===== src/rtl/mips_pkg.sv =====
// Shared types and constants for the instruction-side front end.
package mips_pkg;

    localparam int XLEN = 32;

    localparam logic [5:0] OP_RTYPE = 6'b000000;
    localparam logic [5:0] OP_LW    = 6'b100011;
    localparam logic [5:0] OP_ORI   = 6'b001101;

    localparam logic [5:0] FN_SUB = 6'b100010;
    localparam logic [5:0] FN_XOR = 6'b100110;

    localparam logic [XLEN-1:0] NOP_INSTR        = 32'h0;
    localparam logic [XLEN-1:0] DEFAULT_RESET_PC = 32'h0000_0000;

    typedef enum logic {
        FETCH = 1'b0,
        WAIT  = 1'b1
    } fetch_state_t;

    typedef struct packed {
        logic [XLEN-1:0] instr;
        logic [XLEN-1:0] pc4;
    } fetch_pkt_t;

    function automatic logic [15:0] sat_inc16(input logic [15:0] v);
        return (v == 16'hFFFF) ? v : v + 16'd1;
    endfunction

endpackage


===== src/rtl/fetch_skid_buf.sv =====
// Single-entry skid register; pairs with the fetch output
// register to form a two-deep elastic stage.
module fetch_skid_buf #(
    parameter int W = 64
) (
    input  logic         clk,
    input  logic         rst,
    input  logic         flush,
    input  logic         in_valid,
    output logic         in_ready,
    input  logic [W-1:0] in_data,
    output logic         out_valid,
    input  logic         out_ready,
    output logic [W-1:0] out_data
);

    logic         full;
    logic [W-1:0] data;

    assign in_ready  = !full;
    assign out_valid = full;
    assign out_data  = data;

    always_ff @(posedge clk) begin
        if (rst) begin
            full <= 1'b0;
            data <= '0;
        end else if (flush) begin
            full <= 1'b0;
        end else if (in_valid && in_ready) begin
            full <= 1'b1;
            data <= in_data;
        end else if (out_valid && out_ready) begin
            full <= 1'b0;
        end
    end

endmodule


===== src/rtl/instr_fetch_unit.sv =====
// PC owner and instruction-memory requester feeding decode
// over valid/ready, with redirect squashing of in-flight fetches.
module instr_fetch_unit
    import mips_pkg::*;
#(
    parameter logic [31:0] RESET_PC = DEFAULT_RESET_PC,
    parameter int          DATA_W   = 32
) (
    input  logic              clk,
    input  logic              rst,
    output logic              imem_req,
    output logic [DATA_W-1:0] imem_addr,
    input  logic [DATA_W-1:0] imem_rdata,
    input  logic              imem_rvalid,
    input  logic              redirect,
    input  logic [DATA_W-1:0] redirect_pc,
    output logic              id_valid,
    input  logic              id_ready,
    output logic [DATA_W-1:0] id_instr,
    output logic [5:0]        id_opcode,
    output logic [5:0]        id_funct,
    output logic [DATA_W-1:0] id_pc4,
    output logic [15:0]       squash_count
);

    fetch_state_t      state;
    logic [DATA_W-1:0] pc;
    logic [DATA_W-1:0] req_pc;
    logic [DATA_W-1:0] target;
    logic              kill;

    logic       issue;
    logic       deliver;
    logic       consume;
    logic       out_free;
    fetch_pkt_t rsp_pkt;

    logic       skid_in_valid;
    logic       skid_in_ready;
    logic       skid_out_valid;
    fetch_pkt_t skid_out_pkt;

    assign target  = {redirect_pc[DATA_W-1:2], 2'b00};
    assign issue   = !rst && (state == FETCH) && !redirect
                   && skid_in_ready;
    assign deliver = (state == WAIT) && imem_rvalid
                   && !kill && !redirect;
    assign consume  = id_valid && id_ready;
    assign out_free = !id_valid || consume;

    assign rsp_pkt.instr = imem_rdata;
    assign rsp_pkt.pc4   = req_pc + 32'd4;

    // Skid only absorbs a word the output register cannot take.
    assign skid_in_valid = deliver
                         && (!out_free || skid_out_valid);

    assign imem_req  = issue;
    assign imem_addr = pc;
    assign id_opcode = id_instr[31:26];
    assign id_funct  = id_instr[5:0];

    fetch_skid_buf #(.W(2 * DATA_W)) u_skid (
        .clk       (clk),
        .rst       (rst),
        .flush     (redirect),
        .in_valid  (skid_in_valid),
        .in_ready  (skid_in_ready),
        .in_data   (rsp_pkt),
        .out_valid (skid_out_valid),
        .out_ready (out_free),
        .out_data  (skid_out_pkt)
    );

    always_ff @(posedge clk) begin
        if (rst) begin
            state        <= FETCH;
            pc           <= RESET_PC;
            req_pc       <= '0;
            kill         <= 1'b0;
            squash_count <= '0;
        end else begin
            unique case (state)
                FETCH: begin
                    if (redirect) begin
                        pc <= target;
                    end else if (issue) begin
                        req_pc <= pc;
                        pc     <= pc + 32'd4;
                        state  <= WAIT;
                    end
                end
                WAIT: begin
                    if (imem_rvalid) begin
                        if (kill || redirect)
                            squash_count <= sat_inc16(squash_count);
                        if (redirect)
                            pc <= target;
                        kill  <= 1'b0;
                        state <= FETCH;
                    end else if (redirect) begin
                        kill <= 1'b1;
                        pc   <= target;
                    end
                end
                default: state <= FETCH;
            endcase
        end
    end

    always_ff @(posedge clk) begin
        if (rst) begin
            id_valid <= 1'b0;
            id_instr <= NOP_INSTR;
            id_pc4   <= '0;
        end else if (redirect) begin
            id_valid <= 1'b0;
        end else if (out_free) begin
            if (skid_out_valid) begin
                id_valid <= 1'b1;
                id_instr <= skid_out_pkt.instr;
                id_pc4   <= skid_out_pkt.pc4;
            end else if (deliver) begin
                id_valid <= 1'b1;
                id_instr <= rsp_pkt.instr;
                id_pc4   <= rsp_pkt.pc4;
            end else begin
                id_valid <= 1'b0;
            end
        end
    end

endmodule


===== config.mk =====
export PLATFORM = sky130hd
export DESIGN_NAME = instr_fetch_unit
export DESIGN_NICKNAME = d
export VERILOG_FILES = /design/src/rtl/mips_pkg.sv /design/src/rtl/fetch_skid_buf.sv /design/src/rtl/instr_fetch_unit.sv
export SDC_FILE = /design/constraint.sdc
export NUM_CORES = 1
export LEC_CHECK = 0
export BUFFER_PORTS_ARGS = -buffer_cell sky130_fd_sc_hd__buf_4
export CAP_MARGIN = 15
export CORE_MARGIN = 2
export CORE_UTILIZATION = 30
export DETAILED_ROUTE_END_ITERATION = 8
export HOLD_SLACK_MARGIN = 0.15
export MAX_ROUTING_LAYER = met4
export PLACE_DENSITY = 0.6
export SYNTH_ARGS = -nofsm -noshare
export SYNTH_HDL_FRONTEND = slang
export SYNTH_SLANG_ARGS = --single-unit
export TNS_END_PERCENT = 10

===== constraint.sdc =====
create_clock -name clk -period 2.9 [get_ports clk]
set_input_delay 0.29 -clock clk [delete_from_list [all_inputs] [get_ports clk]]
set_output_delay 0.29 -clock clk [all_outputs]
set_load 0.005 [all_outputs]

==> results of run 1 <==
-- synth_stat cells (all sizes together) (4+ instances only) --
cell and instances:
dfxtp 204, nand2 195, nor2 117, a21oi 87
clkbuf 75, a211oi 59, o21ai 49, mux2i 37
nand3 32, xor2 30, nand4 27, buf 23
nor4 18, nor3 16, xnor2 16, a22oi 15
nand2b 14, o22ai 13, inv 12, o211ai 11
and3 10, or4 8, o31ai 7, and2 6
o21a 6, nor3b 5, and4 4, o221ai 4
-- tightest hold or removal path, cell delays in order --
cell                      delay (ps)
sky130_fd_sc_hd__buf_4            80
sky130_fd_sc_hd__nand2_1          60
sky130_fd_sc_hd__o31ai_1          70
sky130_fd_sc_hd__nand2_1          50
sky130_fd_sc_hd__a21oi_1         100
-- cell usage in the layout, fill, tap and decap left out, types with 7 or more instances in the layout --
cell type,instances
sky130_fd_sc_hd__o21ai_0,48
sky130_fd_sc_hd__inv_1,12
sky130_fd_sc_hd__xnor2_1,16
sky130_fd_sc_hd__xor2_1,30
sky130_fd_sc_hd__o22ai_1,13
sky130_fd_sc_hd__nand2_1,195
sky130_fd_sc_hd__dlygate4sd3_1,60
sky130_fd_sc_hd__nor3_1,16
sky130_fd_sc_hd__nand3_1,32
sky130_fd_sc_hd__nand4_1,24
sky130_fd_sc_hd__buf_4,209
sky130_fd_sc_hd__and3_1,9
sky130_fd_sc_hd__a21oi_1,87
sky130_fd_sc_hd__dfxtp_1,203
sky130_fd_sc_hd__a22oi_1,15
sky130_fd_sc_hd__nand2b_1,14
sky130_fd_sc_hd__o31ai_1,7
sky130_fd_sc_hd__nor2_1,115
sky130_fd_sc_hd__o211ai_1,11
sky130_fd_sc_hd__mux2i_1,37
sky130_fd_sc_hd__nor4_1,14
sky130_fd_sc_hd__a211oi_1,59
sky130_fd_sc_hd__clkbuf_16,25
-- report_power, final --
group	leakage (uW)	internal [uW]	total (uW)	switching, uW
logic	0.00252	281	561	279
clock network	0.000421	1980	3170	1190
registers	0.00165	2870	2970	99.7
total	0.00459	5130	6700	1570
-- metal layers --
metal	global-route usage [%]	vias to the layer above	part of all wire [%]
met1	23.3	4109	48
met4	3.54	0	1.6
li1	-	4454	-
met2	26.1	244	45
met5	-	-	0
met3	2.08	29	4.6
-- sequential cells by signal (all words and copies together) (netlist names) --
name,cells
u_skid.out_data,62
id_instr,32
id_pc4,30
imem_addr,30
req_pc,30
squash_count,16
id_valid,1
kill,1
state,1
u_skid.out_valid,1
-- stage by stage --
step           setup WS [ps]  hold slack, ps  util (%)  power, uW  cells
2_1_floorplan            819             391         -       3290   1145
3_3_place_gp             644             437      35.9       3520   1653
3_5_place_dp             568             441      35.9       3520   1653
4_1_cts                  533             152      40.6       6810   1758
5_1_grt                  409             163      40.6       6990   1758
6_report                 521             184      40.6       6700   1758
-- worst max path at each step --
stage / from / endpoint / slack (ps) / cells after the start
4_1_cts: imem_addr[2] / imem_addr[30] / 530 / 6
3_3_place_gp: imem_addr[2] / imem_addr[30] / 640 / 6
3_5_place_dp: imem_addr[2] / imem_addr[30] / 570 / 6
6_report: imem_addr[2] / imem_addr[30] / 520 / 6
2_1_floorplan: imem_addr[15] / imem_addr[27] / 820 / 6
5_1_grt: imem_addr[2] / imem_addr[30] / 410 / 6
-- logic make-up (layout without fill, tap and decap cells) --
family	count (synthesis)	after routing
compound gates	277	277
fa+ha+maj	3	3
other cells	1	4
simple gates	462	462
flops	204	204
mux	37	37
buf+inv	112	329
xor+xnor	46	46
-- area by class of cell --
class                           instances  area, sq um
Fill cell                            3101        18300
Multi-Input combinational cell        829         4770
Sequential cell                       204         4090
Timing Repair Buffer                  272         2230
Clock buffer                           35          713
Tap cell                              396          495
Clock inverter                         10          133
Inverter                               12         45.0
==> flow_summary.yaml, run 1 <==
setup_path:
  required_ps: 3280
  endpoint_arrival_time_on_the_critical_path_ps: 2760
  timing.reg2reg.worst_path_depth: 6
  cpPeakStageDelay_ps: 660
  critical_register_to_register_path_startpoint: "imem_addr[2]"
  worstSetupPathType: "register to register"
  critPathCaptureType: "register"
  critical_path.cell_chain: "ha_1 -> nand3_1 -> or4_1 -> nor3_1 -> mux2i_1 -> o22ai_1"
  setup.reg_to_reg.worst_slack_ps: 520
  reg_to_reg_endpoint: "imem_addr[30]"
  path_max_fanout: 7
  worst_setup_path_start_kind: "register"
  cp_num_buf_inv: 0
  crit_slowest_cell: "sky130_fd_sc_hd__or4_1"
  path_delay_family: "simple AND/OR/NAND/NOR gates"
cts:
  cts_made_buffers: 25
  post_cts_hold_buffer_count: 60
  clk-insertion-delay-late_ps: 520
  postCtsSetupRepairBufs: 0
  cts-root-buf: "sky130_fd_sc_hd__clkbuf_16"
  count_of_instances_resized_after_the_clock_tree_is_built: 0
  cts.sink_count: 204
  htree_num_levels: 1
  cts.path.max_buffers: 3
  cts_tree: "done"
  clk_transition_reported_paths_ps: 60
logic_synthesis:
  ys_ff_latch: 204
  most_instantiated_flip_flop_cell_in_the_synthesis_netlist: "sky130_fd_sc_hd__dfxtp_1"
  synth-edff-count: 0
  yosysWarnings: 0
  synth_compound_gate_area_share_pct: 18.8
  netlist_instances: 1142
  post_synthesis_sequential_area_ratio_pct: 43.5
  post-synth-top-area-cell: "sky130_fd_sc_hd__dfxtp_1"
  synthDistinctLibCells: 69
  synth-simple-area-share_pct: 22.9
  async_flop_share_pct: 0
  post_synth_instance_area_sq_um: 9400
  synth.area.mux_share_pct: 3.94
  synth-xor-area-share_pct: 4.29
  yosys-top-cells-area: "sky130_fd_sc_hd__dfxtp_1 43%, sky130_fd_sc_hd__nand2_1 7.8%, sky130_fd_sc_hd__a211oi_1 4.7%"
  syn_avg_cell_area_sq_um: 8.23
  synth_largest_type_area_fraction_pct: 43.5
  yosys.area_share.adder_pct: 0.399
  dominant_combinational_cell_family_by_area_after_synthesis: "simple AND/OR/NAND/NOR gates"
detailed_routing:
  count_of_nets_left_with_antenna_violations_after_detail_routing: 0
  detail_route.wirelength_um: 27400
  firstDrtPassIters: 8
  drc: 0
  via_density: 5.03
  route.vias.total: 8836
  detail_route.iter0.violations: 577
  routedWlPerCell_um: 15.6
finish:
  number_of_diodes: 0
  final_nets: 1416
  post-route-cell-area_sq_um: 12500
  area.growth.synth_to_final_pct: 32.8
  drive_gt1_share_pct: 20.2
floorplan:
  placement_row_count: 64
  io_pins: 195
  dieHeight_um: 181
  dieArea_sq_um: 32800
  fp.coreArea_sq_um: 30700
  initial_core_utilization_pct: 30.6
  dieWidth_um: 181
global_routing:
  grt_start_max_net_pins: 82
  grt.overflow.total: 0
  globalRouteTotalUtil_pct: 16.8
  via_count_of_the_first_global_routing_pass: 8110
  wire_length_of_the_first_global_routing_pass_um: 44200
  number_of_antenna_violations_at_the_first_check_in_global_routing: 0
power:
  static-leakage-power_uw: 0.00459
  power_density_nw_per_um2: 537
  worst_ir_drop_vdd_mv: 0.494
placed_design:
  placed_cell_area_sq_um: 11000
  final_gp_congestion: 0.874
  dp_hpwl_um: 18600
  numPortBuffers: 188
sta:
  highest_clock_rate_mhz: 420
  finalHoldViolCount: 0
  setup_total_negative_slack_ps: 0
  final-max-slew-violation-count: 0
  final.min_clock_period_ps: 2380
  final_min_period_over_clock_period_pct: 82.0
  worstMarginPinSlew_ps: 929
  worst_slew_margin_rel_pct: 38.1
  final-setup-viol-count: 0
  setup_repair_after_global_routing_missed_its_margin: "false"
  clock_tree_skew_after_final_layout_ps: 11.0
flow_run:
  drv.max_cap_violation_count: 0
min_path:
  launch_instance_of_the_worst_min_delay_path: "redirect_pc[7]"
  worstHoldEndpoint: "imem_addr[7]"
  worst_hold_path_type: "input pin to register"
  hold_path_depth: 5
status:
  status: "finished, final reports clean"
(Power assumes the default switching activity.)
==> run 2, diff against run 1 <==
- PLACE_DENSITY: 0.6 -> 0.62
- clock period: 2.9 -> 2.1 ns (I/O delays scaled with it)
==> run 2 against run 1 <==
  * Wire length grew 2.9%
  * Worst setup slack lost 470 ps
  * Register-to-register slack lost 470 ps
  * Sequential power grew 36%
  * Via count grew 2.6%
  * Worst hold slack gained 87 ps
  * Maximum frequency grew 16%
  * Critical path depth shrank 1
  * Clock power grew 25%
  * Utilization grew 1.4 points
  * Critical endpoint is now imem_addr[27]
==> flow_summary.yaml, run 2 (synthesized netlist as in run 1, its figures left out) <==
cts:
  cts-root-buf: "sky130_fd_sc_hd__clkbuf_16"
  clk-insertion-delay-late_ps: 520
  cts.path.max_buffers: 3
  clk_transition_reported_paths_ps: 60
  postCtsSetupRepairBufs: 0
  cts.sink_count: 204
  cts_tree: "done"
  htree_num_levels: 1
  cts_made_buffers: 24
setup_path:
  critical_register_to_register_path_startpoint: "imem_addr[3]"
  setup.reg_to_reg.worst_slack_ps: 50
  worstSetupPathType: "register to register"
  timing.reg2reg.worst_path_depth: 5
  critPathCaptureType: "register"
  critical_path.cell_chain: "and4_2 -> nand2_1 -> or4_4 -> or4_1 -> a31o_1"
  cp_num_buf_inv: 0
  path_max_fanout: 5
  worst_setup_path_start_kind: "register"
  cpPeakStageDelay_ps: 500
  endpoint_arrival_time_on_the_critical_path_ps: 2460
  reg_to_reg_endpoint: "imem_addr[27]"
  path_delay_family: "simple AND/OR/NAND/NOR gates"
  crit_slowest_cell: "sky130_fd_sc_hd__or4_4"
  required_ps: 2510
floorplan:
  initial_core_utilization_pct: 30.6
  placement_row_count: 64
  dieArea_sq_um: 32800
  dieWidth_um: 181
  dieHeight_um: 181
  io_pins: 195
  fp.coreArea_sq_um: 30700
power:
  power.total_uw: 8930
  static-leakage-power_uw: 0.00484
  worst_ir_drop_vdd_mv: 0.482
  power_density_nw_per_um2: 692
sta:
  final-setup-viol-count: 0
  finalWorstSetupSlack_ps: 51.9
  worst_slew_margin_rel_pct: 55.6
  worstMarginPinSlew_ps: 666
  clock_tree_skew_after_final_layout_ps: 21.3
  final_min_period_over_clock_period_pct: 97.5
  setup_repair_after_global_routing_missed_its_margin: "false"
  final.min_clock_period_ps: 2050
  finalHoldViolCount: 0
  highest_clock_rate_mhz: 488
  setup_total_negative_slack_ps: 0
  final-max-slew-violation-count: 0
finish:
  area.growth.synth_to_final_pct: 37.3
  drive_gt1_share_pct: 23.1
  final_nets: 1472
  final_cells: 1813
  core_utilization_of_the_finished_layout_pct: 42.0
  largest_register_ff_count: 62
  final_common_cell: "sky130_fd_sc_hd__buf_4"
  number_of_diodes: 0
  mostFrequentLayoutCells: "256 x sky130_fd_sc_hd__buf_4, 203 x sky130_fd_sc_hd__dfxtp_1, 195 x sky130_fd_sc_hd__nand2_1"
global_routing:
  grt_start_max_net_pins: 79
  number_of_antenna_violations_at_the_first_check_in_global_routing: 0
  wire_length_of_the_first_global_routing_pass_um: 45000
  globalRouteTotalUtil_pct: 17.0
  grt.overflow.total: 0
  via_count_of_the_first_global_routing_pass: 8367
placed_design:
  numPortBuffers: 188
  final_gp_congestion: 0.918
  dp_hpwl_um: 19400
  placed_cells: 1704
  post_place_setup_slack_ps: 90.5
min_path:
  launch_instance_of_the_worst_min_delay_path: "redirect"
  worst_hold_path_type: "input pin to register"
  worstHoldEndpoint: "req_pc[8]"
  hold_path_depth: 5
detailed_routing:
  count_of_nets_left_with_antenna_violations_after_detail_routing: 0
  route.vias.total: 9067
  detail_route.iter0.violations: 527
  detail_route.wirelength_um: 28200
  drc: 0
  routedWlPerCell_um: 15.6
  via_density: 5.00
  firstDrtPassIters: 5
status:
  status: "finished, final reports clean"
flow_run:
  drv.max_cap_violation_count: 0
run 2: cell types whose count changed in the layout (fill, tap and decap cells not counted), moves of 3 or more:
cell and delta:
sky130_fd_sc_hd__buf_4 +47, sky130_fd_sc_hd__dlygate4sd3_1 +6, sky130_fd_sc_hd__buf_12 +4, sky130_fd_sc_hd__clkinvlp_4 +4, sky130_fd_sc_hd__bufinv_16 -3
run 2: how the worst max path moves through the flow:
stage | startpoint | endpoint | slack [ps] | cells after the start
6_report | imem_addr[3] | imem_addr[27] | 50 | 5
5_1_grt | rst | id_instr[23] | 3 | 5
4_1_cts | state | imem_req | 70 | 4
3_5_place_dp | imem_addr[18] | imem_addr[27] | 90 | 5
3_3_place_gp | imem_addr[18] | imem_addr[27] | 120 | 5
2_1_floorplan | imem_addr[15] | imem_addr[27] | 20 | 6
run 2: cell type report:
class                           instances  area (sq um)
Sequential cell                       204          4090
Clock buffer                           35           703
Fill cell                            3107         17800
Clock inverter                          8          53.8
Timing Repair Buffer                  329          2720
Inverter                               12          45.0
Multi-Input combinational cell        829          4800
Tap cell                              396           495
run 2: metal layers:
metal  up-vias  track usage [%]  wire length [um]
met5         -                -                 0
met4         0             4.46               600
met3        47             2.52              1370
met2       260             26.0             12700
met1      4204             23.6             13500
li1       4556                -                 -
run 2: where the power goes:
group	internal [uW]	switching, uW
clock network	2320	1640
registers	3960	91.1
logic	457	458
run 2: worst min-delay path, stage by stage:
cell and delay [ps]:
sky130_fd_sc_hd__buf_4 150, sky130_fd_sc_hd__nor4_4 70, sky130_fd_sc_hd__buf_4 170, sky130_fd_sc_hd__nand2_1 70, sky130_fd_sc_hd__o21ai_0 60
run 2: per-stage QoR:
stage | hold slack [ps] | area (sq um)
6_report | 270 | 12900
3_5_place_dp | 443 | 11500
2_1_floorplan | 311 | 9410
5_1_grt | 274 | 12900
3_3_place_gp | 436 | 11500
4_1_cts | 250 | 12900
run 2: timing repair:
action | CTS | global route
endpoints found under the hold margin | 98 | 0
setup endpoints to repair | 0 | 6
gates resized for setup | 0 | 5
hold buffers | 66 | 0
